`src/rtl/pc_fetch_unit.sv`:
```
// rtl/pc_fetch_unit.sv - program counter and next-PC selection ahead of instruction memory
// Optional PC_FETCH_PERF_EN adds fetch_count and redirect_count.
module pc_fetch_unit #(
  parameter logic [31:0] RESET_PC     = 32'h0000_0000,
  parameter bit          HALT_ON_ZERO = 1'b1
) (
  input  logic        clk,
  input  logic        rst_n,
  input  logic        stall,
  input  logic [31:0] inst,
  input  logic        branch_taken,
  input  logic        jump,
  input  logic        jr,
  input  logic [31:0] rs_data,
  input  logic        resume,
  output logic [31:0] pc,
  output logic [31:0] pc_plus4,
  output logic        fetch_valid,
  output logic        halted,
  output logic        addr_err
`ifdef PC_FETCH_PERF_EN
  ,
  output logic [31:0] fetch_count,
  output logic [31:0] redirect_count
`endif
);

  typedef enum logic [1:0] {BOOT, RUN, HALT} state_t;

  state_t      state, state_n;
  logic [31:0] pc_n;
  logic        addr_err_n;
  logic        redirect;
  logic [31:0] branch_off;

  assign pc_plus4   = pc + 32'd4;
  assign branch_off = {{14{inst[15]}}, inst[15:0], 2'b00};

  always_ff @(posedge clk or negedge rst_n) begin
    if (!rst_n) begin
      state    <= BOOT;
      pc       <= {RESET_PC[31:2], 2'b00};
      addr_err <= 1'b0;
    end else begin
      state    <= state_n;
      pc       <= {pc_n[31:2], 2'b00};
      addr_err <= addr_err_n;
    end
  end

  always_comb begin
    state_n     = state;
    pc_n        = pc;
    addr_err_n  = addr_err;
    fetch_valid = 1'b0;
    halted      = 1'b0;
    redirect    = 1'b0;
    case (state)
      BOOT: state_n = RUN;
      RUN: begin
        // Halt detect outranks every redirect; the zero word never executes.
        if (!stall) begin
          if (HALT_ON_ZERO && inst == 32'h0000_0000) begin
            state_n = HALT;
          end else begin
            fetch_valid = 1'b1;
            if (jr) begin
              redirect = 1'b1;
              pc_n     = {rs_data[31:2], 2'b00};
              if (rs_data[1:0] != 2'b00) addr_err_n = 1'b1;
            end else if (jump) begin
              redirect = 1'b1;
              pc_n     = {pc_plus4[31:28], inst[25:0], 2'b00};
            end else if (branch_taken) begin
              redirect = 1'b1;
              pc_n     = pc_plus4 + branch_off;
            end else begin
              pc_n = pc_plus4;
            end
          end
        end
      end
      HALT: begin
        halted = 1'b1;
        // Resume steps past the halting word.
        if (resume) begin
          state_n = RUN;
          pc_n    = pc_plus4;
        end
      end
      default: state_n = BOOT;
    endcase
  end

`ifdef PC_FETCH_PERF_EN
  always_ff @(posedge clk or negedge rst_n) begin
    if (!rst_n) begin
      fetch_count    <= 32'd0;
      redirect_count <= 32'd0;
    end else begin
      if (fetch_valid) fetch_count <= fetch_count + 32'd1;
      if (redirect)    redirect_count <= redirect_count + 32'd1;
    end
  end
`endif

endmodule

```
`config.mk`:
```
export PLATFORM = sky130hd
export DESIGN_NAME = pc_fetch_unit
export DESIGN_NICKNAME = d
export VERILOG_FILES = /design/src/rtl/pc_fetch_unit.sv
export SDC_FILE = /design/constraint.sdc
export NUM_CORES = 1
export LEC_CHECK = 0
export CAP_MARGIN = 5
export CORE_UTILIZATION = 45
export DETAILED_ROUTE_END_ITERATION = 16
export PLACE_DENSITY = 0.83
export SETUP_SLACK_MARGIN = 0.02
export SLEW_MARGIN = 40
export SYNTH_ARGS = -nofsm -noshare
export SYNTH_HDL_FRONTEND = slang
export SYNTH_SLANG_ARGS = --single-unit
```
`constraint.sdc`:
```
create_clock -name clk -period 3.5 [get_ports clk]
set_input_delay 0.525 -clock clk [delete_from_list [all_inputs] [get_ports clk]]
set_output_delay 0.525 -clock clk [all_outputs]
set_load 0.005 [all_outputs]
```
# Word level (Yosys, flattened, before mapping)
# Index checks and enable logic that the tools add are counted.
[totals] output_inout_bits=67 ram_bits=0 mem_count=0 word_cells=35 mem_bits_ro=0 register_bits=33 latch_bits=0
[op_classes] mux=15 reduce_logical=7 bitwise_logic=2 n_lt_le_gt_ge=0 eq_ne=6 addsub=2 n_mul=0 div_mod_pow=0 shift=0
[op_table] op="two-way mux 32 bit" n=6
[op_table] op="one-hot mux 32 bit (2 select lines)" n=1
[op_table] op="adder 32 x 3 -> 32 bit (second input constant)" n=1
[op_table] op="adder 32 bit" n=1
[op_table] op="zero test 32 bit" n=1
[op_table] op="inequality test 2 bit (second input constant)" n=4
[op_table] op="two-way mux 2 bit" n=3
[op_table] op="one-hot mux 2 bit (3 select lines)" n=1
[op_table] op="AND reduction 5 bit" n=1
[op_table] op="two-way mux 1 bit" n=4
[op_table] op="AND reduction 4 bit" n=1
[op_table] op="nonzero test 2 bit" n=2
[op_table] op="AND reduction 3 bit" n=1
[op_table] op="== test 2 x 1 -> 1 bit (second input constant)" n=1
[op_table] op="== test 2 bit (second input constant)" n=1
[op_table] op="zero test 2 bit" n=1
[op_table] op="inverter 1 bit" n=2

# Logic depth before layout (Yosys ltp)
# Gate-level depths: netlist (run 1).
[logic_depth] word_depth=8 mapped_depth=18 mapped_depth_nobuf=17

# Worst setup path after synthesis (run 1)
# Ideal clock, no wire load.
[synth_path] path_kind="register -> register" startpoint="register pc[2]" endpoint="register pc[31]" stages_incl_launch_ff=18 period_less_slack_ps=3753 arrival_ps=3625 slack_ps=-253 required_ps=3373 path_cell_list="dfrtp_1 ha_1 nand4_1 nor2_1 nand3_1 xnor2_1 ha_1 buf_6 a21oi_2 nor2b_1 o21a_1 o41ai_4 o21ai_2 o21bai_4 a2111oi_4 mux2i_1 a211oi_2 nand3b_1"
[synth_between] elab_chain_len=8 word_cells_on_any_way=9
[synth_rtl] element="start, declared" line="16" text="output logic [31:0] pc,"
[synth_rtl] element="start signal, assigned" line="42" text="pc <= {RESET_PC[31:2], 2'b00};"
[synth_rtl] element="start signal, assigned" line="46" text="pc <= {pc_n[31:2], 2'b00};"
[synth_rtl] element="adder 32 x 3 -> 32 bit" line="36" text="assign pc_plus4 = pc + 32'd4;"
[synth_rtl] element="named net pc_plus4[16]" line="17" text="output logic [31:0] pc_plus4,"
[synth_rtl] element="adder 32 bit" line="76" text="pc_n = pc_plus4 + branch_off;"
[synth_rtl] element="two-way mux 32 bit" line="74" text="end else if (branch_taken) begin"
[synth_rtl] element="two-way mux 32 bit" line="71" text="end else if (jump) begin"
[synth_rtl] element="two-way mux 32 bit" line="67" text="if (jr) begin"
[synth_rtl] element="two-way mux 32 bit" line="63" text="if (HALT_ON_ZERO && inst == 32'h0000_0000) begin"
[synth_rtl] element="two-way mux 32 bit" line="62" text="if (!stall) begin"
[synth_rtl] element="one-hot mux 32 bit (2 select lines)" line="58" text="case (state)"
# The timed path passes the listed nets, and every way through them passes these cells. The select of a mux whose other input is x is not followed.
# A chain may end at the register's enable or synchronous reset.

# Worst setup path in the final report (run 1)
[layout_path] startpoint="register pc[2]" endpoint="register pc[31]"
[layout_between] elab_chain_len=8 word_cells_on_any_way=9
[layout_rtl] element="adder 32 x 3 -> 32 bit *" line="36"
[layout_rtl] element="adder 32 bit" line="76"
[layout_rtl] element="two-way mux 32 bit" line="74"
[layout_rtl] element="two-way mux 32 bit" line="71"
[layout_rtl] element="two-way mux 32 bit" line="67"
[layout_rtl] element="two-way mux 32 bit" line="63"
[layout_rtl] element="two-way mux 32 bit" line="62"
[layout_rtl] element="one-hot mux 32 bit (2 select lines) *" line="58"
# Every way passes the cells marked *; elsewhere a longest branch is shown, timed or not. The select of a mux whose other input is x is not followed.

==> results of run 1 <==
-- worst max-delay path, delay by kind of cell, from the launching register on --
kind,cells,cell delay [ns]
fa+ha+maj,1,0.36
xor+xnor,1,0.40
buf+inv,2,0.30
flops,1,0.39
simple gates,5,0.78
compound gates,6,1.01
mux,1,0.31
-- path summary, 6_finish.rpt --
path / endpoint / start / slack [ns]
setup / recovery: pc[31] / pc[2] / -0.18
hold / removal: addr_err / addr_err / 0.48
setup reg to reg: pc[31] / pc[2] / -0.18
hold reg to reg: addr_err / addr_err / 0.48
max in group asynchronous: pc[24] / rst_n / 2.48
min in group asynchronous: pc[31] / rst_n / 0.66
-- where the power goes --
part	switching (mW)	internal, mW	leakage, nW
Combinational	1.04	1.13	2.82
Clock	0.175	0.233	0.0585
Sequential	0.0842	0.439	0.379
-- cells by family (layout without fill, tap and decap cells) --
logic type	Yosys count	in the layout	share of synthesized area, %
XOR/XNOR	50	50	9.33
AND/OR/NAND/NOR	212	212	22.7
flip-flops	33	33	17.6
adder cells (fa/ha/maj)	37	37	10.0
other	1	4	0.0799
AO/OA/AOI/OAI	222	222	33.9
buffers and inverters	52	315	4.77
multiplexers	7	7	1.65
-- metal layers --
metal	global-route usage [%]	vias up	wire length, um
met4	13.2	2	1220
met2	62.3	570	10100
met5	0	-	27
met3	7.71	140	2780
li1	-	2828	-
met1	49.1	3093	8240
-- cell usage after synthesis (4+ instances only) --
master / number
a31oi_1: 11
a211oi_1: 7
nand4_1: 15
o221ai_1: 6
o211ai_1: 11
a21oi_2: 4
a221o_1: 4
o21ai_0: 39
nand2b_1: 9
xor2_1: 16
o31ai_1: 6
ha_1: 36
nor3_1: 5
nor4_1: 8
a21oi_1: 56
mux2i_1: 4
a22oi_1: 8
o21bai_1: 5
o22ai_1: 10
nor2_1: 53
a221oi_1: 4
a211oi_2: 4
clkbuf_1: 23
inv_1: 17
and3_1: 9
nor2b_1: 6
xnor2_1: 34
nand3_1: 22
nand2_1: 62
buf_4: 5
a21o_1: 11
dfrtp_1: 33
-- per-stage QoR --
stage | hold slack, ns | power (mW) | util (%)
6_report | 0.482 | 3.10 | 77.8
5_1_grt | 0.513 | 3.24 | 77.8
4_1_cts | 0.484 | 2.89 | 74.7
3_5_place_dp | 0.468 | 2.40 | 71.1
3_3_place_gp | 0.461 | 2.35 | 71.1
2_1_floorplan | 0.229 | 1.50 | -
-- layout make-up --
cell class                 instances  area, um2
multi-input combinational        532       4050
timing repair buffer             288       2520
fill                             687       2210
sequential                        33        826
tap                              133        166
clock buffer                       7       86.3
inverter                          19       71.3
clock inverter                     1       30.0
-- sequential cells by signal, indices dropped and copies added, names as in the netlist --
name	flops
addr_err	1
pc	30
state	2
-- repair_timing --
item / 4_1_cts / 5_1_grt
endpoints found under the hold margin: 0 / 0
hold buffers: 0 / 0
resized for setup: 23 / 48
setup buffers: 15 / 12
endpoints found under the setup margin: 10 / 19
pin swaps: 19 / 29
==> results.txt, run 1 <==
Critical-path cell list - buf_6 -> nand2_2 -> nor3_4 -> buf_6 -> nand3_1 -> xnor2_1 -> ha_1 -> o21ai_0 -> nand2b_1 -> o41ai_4 -> o21ai_2 -> o21bai_4 -> a2111oi_4 -> mux2i_1 -> a211oi_2 -> nand3b_1
Unrepaired setup endpoints after global routing - true
Core area - 0.00995 mm2
Reg clk slew, reported paths - 0.08 ns
Most common cell after layout, fill and taps aside - buf_4
Share of the synthesized area in the top cell type - 17.6%
Ys async rst share - 100%
CTS tree - yes
Max FO, Critical Path - 6
I/O Buffers - 133
Cell variety after synth - 78
Relative slew slack - 49.4%
H-tree depth - 2
Worst setup path category - reg -> reg
Final period util - 105%
Failing checks - negative setup slack
CP dominant cell by count - buf_6
Worst Clk Skew - 0.0131 ns
Cells on worst reg2reg path - 16
Area Overhead vs Synth - 65.0%
Startpoint Class - flip-flop
Sequential-to-total area share from yosys stat - 17.6%
Finished Layout Cells - 1013
Max-slew violation count - 0
Overall routing resource usage - 37.9%
Worst vdd ir - 0.000193 V
Detailed Route Iter0 Violations - 560
WL/cell - 22.1 um
CTS Buffer Depth - 2
Crit path DAT - 3.86 ns
Cell area power density - 400 mW/mm2
Layout cells sized above 1 - 28.5%
Vias in the first global route - 6283
Final Hold Viols - 0
Cts bufs inserted - 5
Syn avg cell area - 7.65 um2
Worst skew pair latency - 0.30 ns
Initial antenna violation count - 0
# IOs - 138
Routed wire length - 22.3 mm
Crit-path slowest cell - xnor2_1
Hold Path Stages - 1
Setup violators final - 8
Critical Path RT - 3.68 ns
Placed insts - 979
CTS Sinks - 33
Max Cap Violations - 0
Cell area after layout - 0.00775 mm2
Flops & latches, synth - 33
Outcome - finished, violations left
Root Driver - clkbuf_8
Critical path endpoint category - flip-flop
Post-route ant nets - 0
Standard-cell rows - 36
Die height - 104 um
EDFF count, synth - 0
GPL Wtd Cong - 0.978
Cells after Synth - 614
Vias post-DR - 6633
Maximum number of pins on one net before global-route repair - 34
Achievable frequency - 0.272 GHz
Antenna Cells - 0
Ys flop type - dfrtp_1
Final worst slack - -0.175 ns
Leak - 3.26 nW
Cell Area, Placed - 0.00708 mm2
First-pass GRT wire length - 32.7 mm
DRT Pass-1 Iters - 6
Initial Utilization - 47.2%
Warnings from Yosys - 0
Largest area contributor in the netlist - dfrtp_1
Top cells by area, synth - dfrtp_1 (18%), ha_1 (9.6%), xnor2_1 (6.3%)
Most frequent cells in the layout - buf_4 (148), clkdlybuf4s50_1 (133), nand2_1 (60), a21oi_1 (51), nor2_1 (50)
Total gr overflow - 0
Crit path time final - 3.68 ns
Setup_tns - -0.833 ns
Worst Tran Pin Value - 0.756 ns
DIE WIDTH - 104 um
Worst path max stage delay - 0.40 ns
Post-layout net count - 987
Post-Synthesis Cell Area - 0.00469 mm2
Worst hold path type - reg -> reg
DP HPWL - 15.9 mm
# DRC - 0
Post-DR vias/cell - 6.55
Die area - 0.0108 mm2
Post-placement worst setup slack - -0.196 ns
Note: power is estimated with default switching activity, not from simulation.
==> inputs of run 2 (changes only) <==
--- a/config.mk
+++ b/config.mk
@@ -6,11 +6,14 @@
 export NUM_CORES = 1
 export LEC_CHECK = 0
 export CAP_MARGIN = 5
-export CORE_UTILIZATION = 45
+export CELL_PAD_IN_SITES_DETAIL_PLACEMENT = 0
+export CELL_PAD_IN_SITES_GLOBAL_PLACEMENT = 1
+export CORE_UTILIZATION = 32
 export DETAILED_ROUTE_END_ITERATION = 16
-export PLACE_DENSITY = 0.83
+export PLACE_DENSITY = 0.82
 export SETUP_SLACK_MARGIN = 0.02
 export SLEW_MARGIN = 40
 export SYNTH_ARGS = -nofsm -noshare
 export SYNTH_HDL_FRONTEND = slang
 export SYNTH_SLANG_ARGS = --single-unit
+export TNS_END_PERCENT = 1
==> results.txt, run 2 (synthesis results as in run 1) <==
Outcome - finished, violations left
Failing checks - negative setup slack
Top reg by flops - pc
Crit path DAT - 3.68 ns
Core area - 0.0141 mm2
WL/cell - 20.5 um
First-pass GRT wire length - 32.5 mm
Maximum number of pins on one net before global-route repair - 34
Layout cells sized above 1 - 26.0%
# IOs - 138
Die area - 0.0152 mm2
Post-route ant nets - 0
Max FFs per register - 30
Worst setup path category - reg -> reg
Cell area power density - 395 mW/mm2
Detailed Route Iter0 Violations - 534
DP HPWL - 16.7 mm
Critical path endpoint category - flip-flop
Unrepaired setup endpoints after global routing - true
H-tree depth - 2
Vias post-DR - 6046
Final Hold Viols - 0
Routed wire length - 21.6 mm
Area Overhead vs Synth - 62.1%
Worst skew pair latency - 0.30 ns
Reg clk slew, reported paths - 0.06 ns
Max-slew violation count - 0
Root Driver - clkbuf_16
Leak - 3.20 nW
Relative slew slack - 44.0%
DIE WIDTH - 123 um
Post-DR vias/cell - 5.75
Overall routing resource usage - 28.7%
# DRC - 0
# fillers - 1333
Setup_tns - -0.0121 ns
I/O Buffers - 133
Most frequent cells in the layout - buf_4 (144), clkdlybuf4s50_1 (133), nand2_1 (60), a21oi_1 (53), nor2_1 (50)
Post-layout net count - 981
Initial antenna violation count - 0
Worst Clk Skew - 0.0106 ns
CTS Buffer Depth - 2
Achievable frequency - 0.285 GHz
DRT Pass-1 Iters - 5
Crit path time final - 3.51 ns
Die height - 123 um
Setup violators final - 2
Worst Tran Pin Value - 0.839 ns
Most common cell after layout, fill and taps aside - buf_4
Vias in the first global route - 5879
Cts bufs inserted - 5
Final period util - 100%
Standard-cell rows - 43
GPL Wtd Cong - 0.965
Final worst slack - -0.00696 ns
Worst vdd ir - 0.000186 V
Antenna Cells - 0
Startpoint Class - flip-flop
Tot Pwr - 3.00 mW
Initial Utilization - 33.3%
Max Cap Violations - 0
Total gr overflow - 0
CTS Sinks - 33
CTS tree - yes
Largest regs - pc (30), state (2), addr_err (1)
Critical Path RT - 3.67 ns
Worst hold path type - reg -> reg
Max FO, Critical Path - 5
## run 2: repair_timing
item                                    in CTS  in global routing
pin swaps                                   27                 18
endpoints found under the setup margin       8                 15
cloned                                       0                  0
resized for setup                           15                 23
hold buffers                                 0                  0
buffers inserted                             9                  3
## run 2: layout make-up
class / instances / area, um2 / area share [%]
clock inverters: 1 / 5.00 / 0.0658
repair buffers: 282 / 2480 / 32.6
flip-flops and latches: 33 / 826 / 10.9
multi-input cells: 532 / 3880 / 51.0
well taps: 180 / 225 / 2.96
inverters: 19 / 71.3 / 0.937
clock buffers: 5 / 125 / 1.64
## run 2: path summary, 6_finish.rpt
kind                            depth (start not counted)  slack [ns]  endpoint  startpoint
min in group asynchronous                               2        0.69    pc[28]       rst_n
worst min-delay path                                    1        0.49  addr_err    addr_err
worst max-delay path                                   16      -0.007    pc[31]       pc[7]
worst max register to register                         16      -0.007    pc[31]       pc[7]
max in group asynchronous                               2        2.44    pc[14]       rst_n
worst min register to register                          1        0.49  addr_err    addr_err
## run 2: per-layer routing
layer | part of all wire (%) | track usage [%] | wire length, um
met5 | 0 | 0 | 0
met2 | 46 | 45.7 | 9830
met3 | 7.6 | 5.07 | 1640
met4 | 2.7 | 9.41 | 584
met1 | 44 | 39.0 | 9510
## run 2: stage by stage
stage	instances	hold slack (ns)	area (um2)	setup WS, ns	utilization (%)
CTS	1049	0.492	7480	-0.0511	53.0
detailed placement	1034	0.476	7200	-0.108	51.1
finish	1052	0.487	7610	-0.00696	54.0
global placement	1034	0.460	7200	-0.0655	51.1
floorplan	617	0.229	4750	-0.0689	-
global route	1052	0.531	7610	-0.229	54.0
## run 2: report_power, final
group	internal [mW]	switching [mW]	total (mW)
Clock	0.255	0.195	0.450
Sequential	0.440	0.0746	0.514
Combinational	1.08	0.960	2.04
Total	1.77	1.23	3.00
## run 2: worst max-delay path, stage by stage, from the launching register on
cell and delay [ns]:
dfrtp_1 0.36, nand4_1 0.17, nor3_2 0.22, buf_4 0.19, buf_6 0.10, nand4_1 0.11
xnor2_2 0.18, ha_1 0.32, nor2b_1 0.14, o21a_1 0.21, o41ai_4 0.27, o21ai_2 0.09
o21bai_4 0.21, a2111oi_4 0.25, mux2i_1 0.30, a211oi_2 0.10, nand3b_1 0.16
==> inputs of run 3 (changes only) <==
==> constraint.sdc (replaced) <==
create_clock -name clk -period 2.85 [get_ports clk]
set_input_delay 0.4275 -clock clk [delete_from_list [all_inputs] [get_ports clk]]
set_output_delay 0.4275 -clock clk [all_outputs]
set_load 0.005 [all_outputs]
==> results.txt, run 3 (synthesis results as in run 1) <==
Cell Area, Placed - 0.00780 mm2
Standard-cell rows - 43
First-pass GRT wire length - 33.6 mm
Initial Utilization - 33.3%
Post-route ant nets - 0
Area Overhead vs Synth - 76.9%
Critical path endpoint category - flip-flop
Worst skew pair latency - 0.28 ns
Final Hold Viols - 0
Vias post-DR - 6245
DRT Pass-1 Iters - 7
Critical Path RT - 3.01 ns
Unrepaired setup endpoints after global routing - true
Worst Clk Skew - 0.00448 ns
Layout cells sized above 1 - 34.0%
DIE WIDTH - 123 um
Max FFs per register - 30
Placed insts - 1112
Crit path DAT - 3.69 ns
Post-DR vias/cell - 5.57
Most common cell after layout, fill and taps aside - buf_4
Outcome - finished, violations left
Reg power frac - 15.4%
Worst Tran Pin Value - 0.672 ns
Leak - 3.63 nW
# IOs - 138
Internal power - 2.40 mW
CTS tree - yes
Cell area power density - 480 mW/mm2
Startpoint Class - flip-flop
Max-slew violation count - 0
H-tree depth - 2
Total gr overflow - 0
Die height - 123 um
Detailed Route Iter0 Violations - 562
Root Driver - clkbuf_16
CTS Buffer Depth - 2
# DRC - 0
Worst hold path type - reg -> reg
Net Sw Power - 1.58 mW
Cell area after layout - 0.00830 mm2
Initial antenna violation count - 0
CTS Sinks - 33
I/O Buffers - 133
Maximum number of pins on one net before global-route repair - 34
Final period util - 124%
Relative slew slack - 55.2%
Post-placement worst setup slack - -0.807 ns
Die area - 0.0152 mm2
Failing checks - negative setup slack
Top reg by flops - pc
Final worst slack - -0.676 ns
GPL Wtd Cong - 0.918
WL/cell - 19.8 um
Routed wire length - 22.2 mm
Worst vdd ir - 0.000235 V
Crit path time final - 3.53 ns
Setup violators final - 29
Finished Layout Cells - 1122
DP HPWL - 17.7 mm
Max Cap Violations - 0
Switching share of power - 39.7%
Achievable frequency - 0.284 GHz
Antenna Cells - 0
Comb power frac - 70.5%
Core area - 0.0141 mm2
Worst setup path category - reg -> reg
Overall routing resource usage - 29.4%
Clock power frac - 14.1%
Most frequent cells in the layout - buf_4 (213), clkdlybuf4s50_1 (130), nand2_1 (62), a21oi_1 (52), nor2_1 (48)
Reg clk slew, reported paths - 0.06 ns
Vias in the first global route - 6183
CTS hold repair buffers - 0
Post-layout net count - 1050
Largest regs - pc (30), state (2), addr_err (1)
Cts bufs inserted - 5
Max FO, Critical Path - 5
run 3: final timing paths:
kind                            startpoint        to  slack (ns)  cells after the start
worst max-delay path                 pc[3]    pc[31]       -0.68                     18
worst min-delay path              addr_err  addr_err        0.48                      1
worst max register to register       pc[3]    pc[31]       -0.68                     18
worst min register to register    addr_err  addr_err        0.48                      1
max in group asynchronous            rst_n    pc[18]        1.91                      2
min in group asynchronous            rst_n  state[1]        0.59                      2
run 3: final cells by class:
type                    count  area (um2)
clock buffers               7         143
well taps                 180         225
multi-input cells         532        4040
flip-flops and latches     33         826
inverters                  19        71.3
repair buffers            351        3000
fillers                  1305        5790
run 3: metrics by stage:
step | TNS [ns] | power [mW] | hold WS, ns | utilization (%)
2_1_floorplan | -6.98 | 1.83 | 0.132 | -
3_3_place_gp | -12.36 | 3.19 | 0.463 | 55.3
3_5_place_dp | -13.12 | 3.22 | 0.472 | 55.3
4_1_cts | -10.03 | 3.89 | 0.485 | 57.7
5_1_grt | -15.22 | 4.23 | 0.502 | 58.9
6_report | -9.31 | 3.98 | 0.476 | 58.9
run 3: critical path, stage by stage (launching register included):
cell	delay, ns
dfrtp_1	0.36
ha_2	0.19
nand4_1	0.16
nor2_4	0.22
nand2_1	0.09
xor2_1	0.17
inv_1	0.11
ha_4	0.25
a21o_4	0.22
a21o_1	0.16
a211oi_2	0.23
nor2_2	0.08
o41ai_4	0.05
buf_6	0.18
o21bai_4	0.10
a2111oi_4	0.26
mux2i_2	0.31
a211oi_2	0.09
nand3b_1	0.16
run 3: layer usage:
metal	global-route usage (%)	wire length, um	up-vias
met3	2.68	1340	33
li1	-	-	2955
met1	42.0	10400	2985
met2	47.5	10000	272
met4	6.85	458	0
met5	0	0	-
run 3: timing repair:
item	in CTS	in global routing
endpoints found under the setup margin	38	46
pin swaps	18	11
buffers inserted	3	0
resized for setup	42	33
run 3: power by group through the flow:
stage               registers (mW)  logic [mW]  clock network, mW
floorplan                    0.651        1.18                  0
global placement             0.611        2.58                  0
detailed placement           0.614        2.61                  0
CTS                          0.612        2.71              0.569
global route                 0.622        3.02              0.582
finish                       0.615        2.81              0.561
